==> config.mk <==
export PLATFORM = sky130hd
export DESIGN_NAME = temp_ascii_framer
export DESIGN_NICKNAME = d
export VERILOG_FILES = /design/src/rtl/temp_ascii_framer.sv
export SDC_FILE = /design/constraint.sdc
export NUM_CORES = 1
export LEC_CHECK = 0
export BUFFER_PORTS_ARGS = -buffer_cell sky130_fd_sc_hd__buf_2
export CAP_MARGIN = 10
export CORE_MARGIN = 3
export CORE_UTILIZATION = 55
export CTS_BUF_LIST = sky130_fd_sc_hd__clkbuf_4
export DETAILED_ROUTE_END_ITERATION = 6
export HOLD_SLACK_MARGIN = 0.12
export PLACE_DENSITY_LB_ADDON = 0.1
export SETUP_SLACK_MARGIN = 0.4
export SKIP_CTS_REPAIR_TIMING = 1
export SLEW_MARGIN = 0
export SYNTH_ARGS = -nofsm -noshare
export SYNTH_HDL_FRONTEND = slang
export SYNTH_SLANG_ARGS = --single-unit
export TNS_END_PERCENT = 1
==> constraint.sdc <==
create_clock -name clk -period 5.3 [get_ports clk]
set_input_delay 1.06 -clock clk [delete_from_list [all_inputs] [get_ports clk]]
set_output_delay 1.06 -clock clk [all_outputs]
set_load 0.02 [all_outputs]
==> src/rtl/temp_ascii_framer.sv <==
// rtl/temp_ascii_framer.sv - signed temperature to 7-byte ASCII frame feeder for a UART transmitter
//
// Purpose: captures one signed reading, converts it to decimal digits by repeated
// subtraction, and hands the frame "<sign><H><T><U><UNIT>\r\n" to the transmitter
// one byte at a time, pacing on the transmitter's end-of-byte tick.
//
// Ports:
//   clk             system clock, rising edge
//   reset           asynchronous, active-low
//   temp_valid      one-cycle strobe qualifying temp_c
//   temp_c          signed two's-complement degrees C
//   tx_done_tick    transmitter end-of-byte pulse
//   data_byte       byte presented to the transmitter, held for the whole byte
//   tx_start        active-low, one-cycle transmit request per byte
//   busy            high while a frame is converting or transmitting
//   frame_done_tick one-cycle pulse after the last byte completes
//   drop_tick       one-cycle pulse when a reading arrives while busy
module temp_ascii_framer #(
  parameter bit         SUPPRESS_ZEROS = 1'b1,
  parameter logic [7:0] UNIT_CHAR      = 8'h43
) (
  input  logic       clk,
  input  logic       reset,
  input  logic       temp_valid,
  input  logic [7:0] temp_c,
  input  logic       tx_done_tick,
  output logic [7:0] data_byte,
  output logic       tx_start,
  output logic       busy,
  output logic       frame_done_tick,
  output logic       drop_tick
);

  typedef enum logic [1:0] {S_IDLE, S_CONV, S_LOAD, S_WAIT} state_t;

  state_t      state_q, state_d;
  logic        neg_q, neg_d;
  logic [7:0]  mag_q, mag_d;        // after conversion this holds the units digit
  logic [3:0]  hund_q, hund_d;
  logic [3:0]  tens_q, tens_d;
  logic [2:0]  idx_q, idx_d;
  logic [7:0]  data_byte_q, data_byte_d;
  logic        tx_start_q, tx_start_d;
  logic        busy_q, busy_d;
  logic        frame_done_q, frame_done_d;
  logic        drop_q, drop_d;

  function automatic logic [7:0] frame_byte(
    input logic [2:0] idx,
    input logic       neg,
    input logic [3:0] hund,
    input logic [3:0] tens,
    input logic [3:0] units
  );
    logic [7:0] b;
    case (idx)
      3'd0: b = neg ? 8'h2D : 8'h2B;
      3'd1: b = (SUPPRESS_ZEROS && hund == 4'd0) ? 8'h20 : (8'h30 + {4'h0, hund});
      // A zero tens digit is only blanked when the hundreds digit is blank too.
      3'd2: b = (SUPPRESS_ZEROS && hund == 4'd0 && tens == 4'd0) ? 8'h20 : (8'h30 + {4'h0, tens});
      3'd3: b = 8'h30 + {4'h0, units};
      3'd4: b = UNIT_CHAR;
      3'd5: b = 8'h0D;
      3'd6: b = 8'h0A;
      default: b = 8'h00;
    endcase
    return b;
  endfunction

  always_comb begin
    state_d      = state_q;
    neg_d        = neg_q;
    mag_d        = mag_q;
    hund_d       = hund_q;
    tens_d       = tens_q;
    idx_d        = idx_q;
    data_byte_d  = data_byte_q;
    tx_start_d   = 1'b1;
    frame_done_d = 1'b0;
    drop_d       = temp_valid && busy_q;

    case (state_q)
      S_IDLE: begin
        if (temp_valid) begin
          neg_d   = temp_c[7];
          // -128 negates to 8'h80, which read unsigned is the required 128.
          mag_d   = temp_c[7] ? (~temp_c + 8'd1) : temp_c;
          hund_d  = 4'd0;
          tens_d  = 4'd0;
          idx_d   = 3'd0;
          state_d = S_CONV;
        end
      end
      S_CONV: begin
        if (mag_q >= 8'd100) begin
          mag_d  = mag_q - 8'd100;
          hund_d = hund_q + 4'd1;
        end else if (mag_q >= 8'd10) begin
          mag_d  = mag_q - 8'd10;
          tens_d = tens_q + 4'd1;
        end else begin
          // Outputs are registered, so the first byte is set up on the way into LOAD.
          state_d     = S_LOAD;
          data_byte_d = frame_byte(3'd0, neg_q, hund_q, tens_q, mag_q[3:0]);
          tx_start_d  = 1'b0;
        end
      end
      S_LOAD: begin
        state_d = S_WAIT;
      end
      S_WAIT: begin
        if (tx_done_tick) begin
          if (idx_q == 3'd6) begin
            state_d      = S_IDLE;
            idx_d        = 3'd0;
            frame_done_d = 1'b1;
          end else begin
            state_d     = S_LOAD;
            idx_d       = idx_q + 3'd1;
            data_byte_d = frame_byte(idx_q + 3'd1, neg_q, hund_q, tens_q, mag_q[3:0]);
            tx_start_d  = 1'b0;
          end
        end
      end
      default: state_d = S_IDLE;
    endcase

    busy_d = (state_d != S_IDLE);
  end

  always_ff @(posedge clk or negedge reset) begin
    if (!reset) begin
      state_q      <= S_IDLE;
      neg_q        <= 1'b0;
      mag_q        <= 8'h00;
      hund_q       <= 4'd0;
      tens_q       <= 4'd0;
      idx_q        <= 3'd0;
      data_byte_q  <= 8'h00;
      tx_start_q   <= 1'b1;
      busy_q       <= 1'b0;
      frame_done_q <= 1'b0;
      drop_q       <= 1'b0;
    end else begin
      state_q      <= state_d;
      neg_q        <= neg_d;
      mag_q        <= mag_d;
      hund_q       <= hund_d;
      tens_q       <= tens_d;
      idx_q        <= idx_d;
      data_byte_q  <= data_byte_d;
      tx_start_q   <= tx_start_d;
      busy_q       <= busy_d;
      frame_done_q <= frame_done_d;
      drop_q       <= drop_d;
    end
  end

  assign data_byte       = data_byte_q;
  assign tx_start        = tx_start_q;
  assign busy            = busy_q;
  assign frame_done_tick = frame_done_q;
  assign drop_tick       = drop_q;

endmodule
==> flow_summary.toml <==
[die]
initial_utilization_pct = 59.5
die_y_um = 70.1
die_x_um = 70.1
core_area_um2 = 3800
rows = 22
die-area_um2 = 4920
ios = 24

[min_path]
hold_start = "busy"
hp-class = "reg -> reg"
hold_depth = 1
min_to = "drop_tick"

[clock_tree]
cts_made_buffers = 5
clkSlewWorstSetupHoldPaths_ns = 0.11
cts_tree = "yes"
clk_latency_ns = 0.34
cts-htree-levels = 2
cts_root_buf = "clkbuf_4"
cts_sinks = 33
cts_buffer_depth = 2

[global_routing]
first_global_vias = 1762
grt_first_pass_wirelength_um = 8540
grt_overflow = 0
antenna_found_initial = 0
grt_max_degree = 34
grt.total_usage_pct = 21.7

[finish]
syn_to_final_growth_pct = 6.03
nFillCells = 339
final_layout_size_suffix_gt1_share_pct = 15.3
final_nets = 299
num_antenna_cells = 0
finalInstanceArea_um2 = 2400
utilization_pct = 63.1

[power_and_ir_drop]
power_frac_comb_pct = 50.0
power.internal_uw = 683
pwr-share-seq_pct = 39.4
pwr-share-clk_pct = 10.6
switching_share_pct = 48.1
leakage_uw = 0.00106
powerDensity_nw_per_um2 = 549
power.switching_uw = 633
irDropWorstVdd_uv = 227

[placement]
place_area_um2 = 2350
hpwlAfterDp_um = 3780
place.gp.congestion = 0.907
io_buffers = 22

[setup_path]
timing_worst_setup_path_type = "reg -> reg"
worst_setup_path_end_kind = "register"
reg2reg_depth = 7
rr_startpoint = "mag_q[2]"
r2r_end = "mag_q[4]"
cp.required_ns = 5.59
startpoint_type = "register"
regToRegSetupSlack_ns = 2.88
worstPathArrival_ns = 2.70
cp_max_fo = 12

[logic_synthesis]
synth.area.mux_share_pct = 0.941
synthTopCellsByCount = "dfrtp_1 (32), nand2_1 (27), nor2_1 (25), inv_1 (17), o21ai_0 (14)"
synthAdderAreaFrac_pct = 6.64
yosys_warnings = 0
yosysTopAreaCellShare_pct = 35.4
yosysSeqAreaShare_pct = 36.6
synth_xor_area_share_pct = 3.87
yosys_most_used_dff = "dfrtp_1"
synth_area_um2 = 2260
synth_compound_gate_area_share_pct = 20.7
yosysMostFrequentCell = "dfrtp_1"
synthArstFlopShare_pct = 100
syn_inst = 261
syn_nets = 285
ys_ff_latch = 33
synth_top_family_by_area = "simple AND/OR/NAND/NOR gates"
synth_top_area_cell = "dfrtp_1"
synth-edff-count = 0
synth-simple-area-share_pct = 24.5
synth_top_cells_by_area = "dfrtp_1 (35%), ha_1 (6.6%), nand2_1 (4.5%)"
avgSynthCellArea_um2 = 8.66
synth_cell_types = 62

[drt]
routed_wl_um = 5050
drt_iter0_drc = 110
vias = 1916
dr.pass1.iters = 4
via_per_inst = 5.93
ant_nets = 0
route.detailed.drc = 0
detail_route.wl_per_cell_um = 15.6

[timing]
finalCritPeriodShare_pct = 45.6
period_needed_ns = 2.42
hold_violations = 0
setup_viol = 0
clock_skew_ns = 0.00876
slew_violations = 0
setup_tns_ns = 0
rsz0062_at_grt = "false"
worst_slew_pin_slew_ns = 0.745
slew_headroom_pct = 50.3
fmaxAchievable_ghz = 0.414

[run]
maxCapViolations = 0

[run_status]
status = "completed"
state kept, by name (all words and copies together) (netlist names):
| register | cells |
|---|---|
| neg_q | 1 |
| idx_q | 3 |
| frame_done_tick | 1 |
| mag_q | 8 |
| tx_start | 1 |
| data_byte | 7 |
| hund_q | 4 |
| drop_tick | 1 |
| tens_q | 4 |
| state_q | 2 |
| busy | 1 |
per-layer routing:
| metal | track usage (%) | part of all wire, % |
|---|---|---|
| met3 | 4.17 | 5.9 |
| met4 | 7.02 | 2.5 |
| met1 | 29.7 | 46 |
| met2 | 34.6 | 46 |
| met5 | 0 | 0 |
cell usage in the layout (no fill, tap or decap), types with 3 or more instances in the layout:
cell	count
dfrtp_1	32
nand2_1	27
nor2_1	25
buf_2	22
inv_1	17
o21ai_0	14
ha_1	12
a21oi_1	10
xnor2_1	7
o21ai_1	7
nand2b_1	6
nand3_1	6
nor4_1	6
clkbuf_4	6
and2_1	4
nor3_1	4
or3_1	4
a31oi_1	3
o211ai_1	3
nor2b_1	3
xor2_1	3
o31ai_1	3
cell families after synthesis:
logic type	Yosys count
and+or+nand+nor	102
xor gates and xnor gates	10
muxes	2
buffers and inverters	33
AOI/OAI and AO/OA	68
DFF	33
adders and majority gates	12
other	1
cell type report:
cell class              instances  area, um^2  share of cell area [%]
repair buffers                 22         110                    4.59
flip-flops and latches         33         827                    34.5
clock buffers                   6        45.0                    1.88
inverters                      18        67.6                    2.82
clock inverters                 1        3.75                   0.157
well taps                      48        60.1                    2.51
multi-input cells             195        1280                    53.5
worst max-delay path, cell delays in order (launching register included):
cell and delay, ns:
dfrtp_1 0.50, inv_1 0.14, ha_1 0.25, a211oi_2 0.44, a311o_1 0.55, nor2_2 0.18
a21oi_1 0.15, and3b_1 0.16
metrics by stage:
| step | power [uW] | instances | hold slack, ns | setup slack, ns |
|---|---|---|---|---|
| floorplan | 1020 | 261 | 0.478 | 3.19 |
| global placement | 1160 | 316 | 0.458 | 2.85 |
| detailed placement | 1170 | 316 | 0.471 | 2.82 |
| CTS | 1310 | 323 | 0.496 | 2.92 |
| global route | 1430 | 323 | 0.516 | 2.69 |
| finish | 1320 | 323 | 0.490 | 2.88 |
worst max-delay path by stage:
| stage | start | to | slack [ns] | cells after the start |
|---|---|---|---|---|
| after global routing | mag_q[2] | mag_q[4] | 2.69 | 7 |
| after CTS | mag_q[2] | mag_q[4] | 2.92 | 7 |
| after detailed placement | temp_valid | mag_q[4] | 2.82 | 6 |
| after floorplan | temp_valid | tens_q[0] | 3.19 | 5 |
| final | mag_q[2] | mag_q[4] | 2.88 | 7 |
| after global placement | temp_valid | mag_q[4] | 2.85 | 6 |
power groups by stage:
| stage | registers, uW | logic (uW) | clock network [uW] |
|---|---|---|---|
| after floorplan | 469 | 552 | 0 |
| after global placement | 515 | 648 | 0 |
| after detailed placement | 520 | 655 | 0 |
| after CTS | 515 | 658 | 141 |
| after global routing | 540 | 742 | 149 |
| final | 519 | 658 | 140 |
Power figures use the tool's default switching activity.
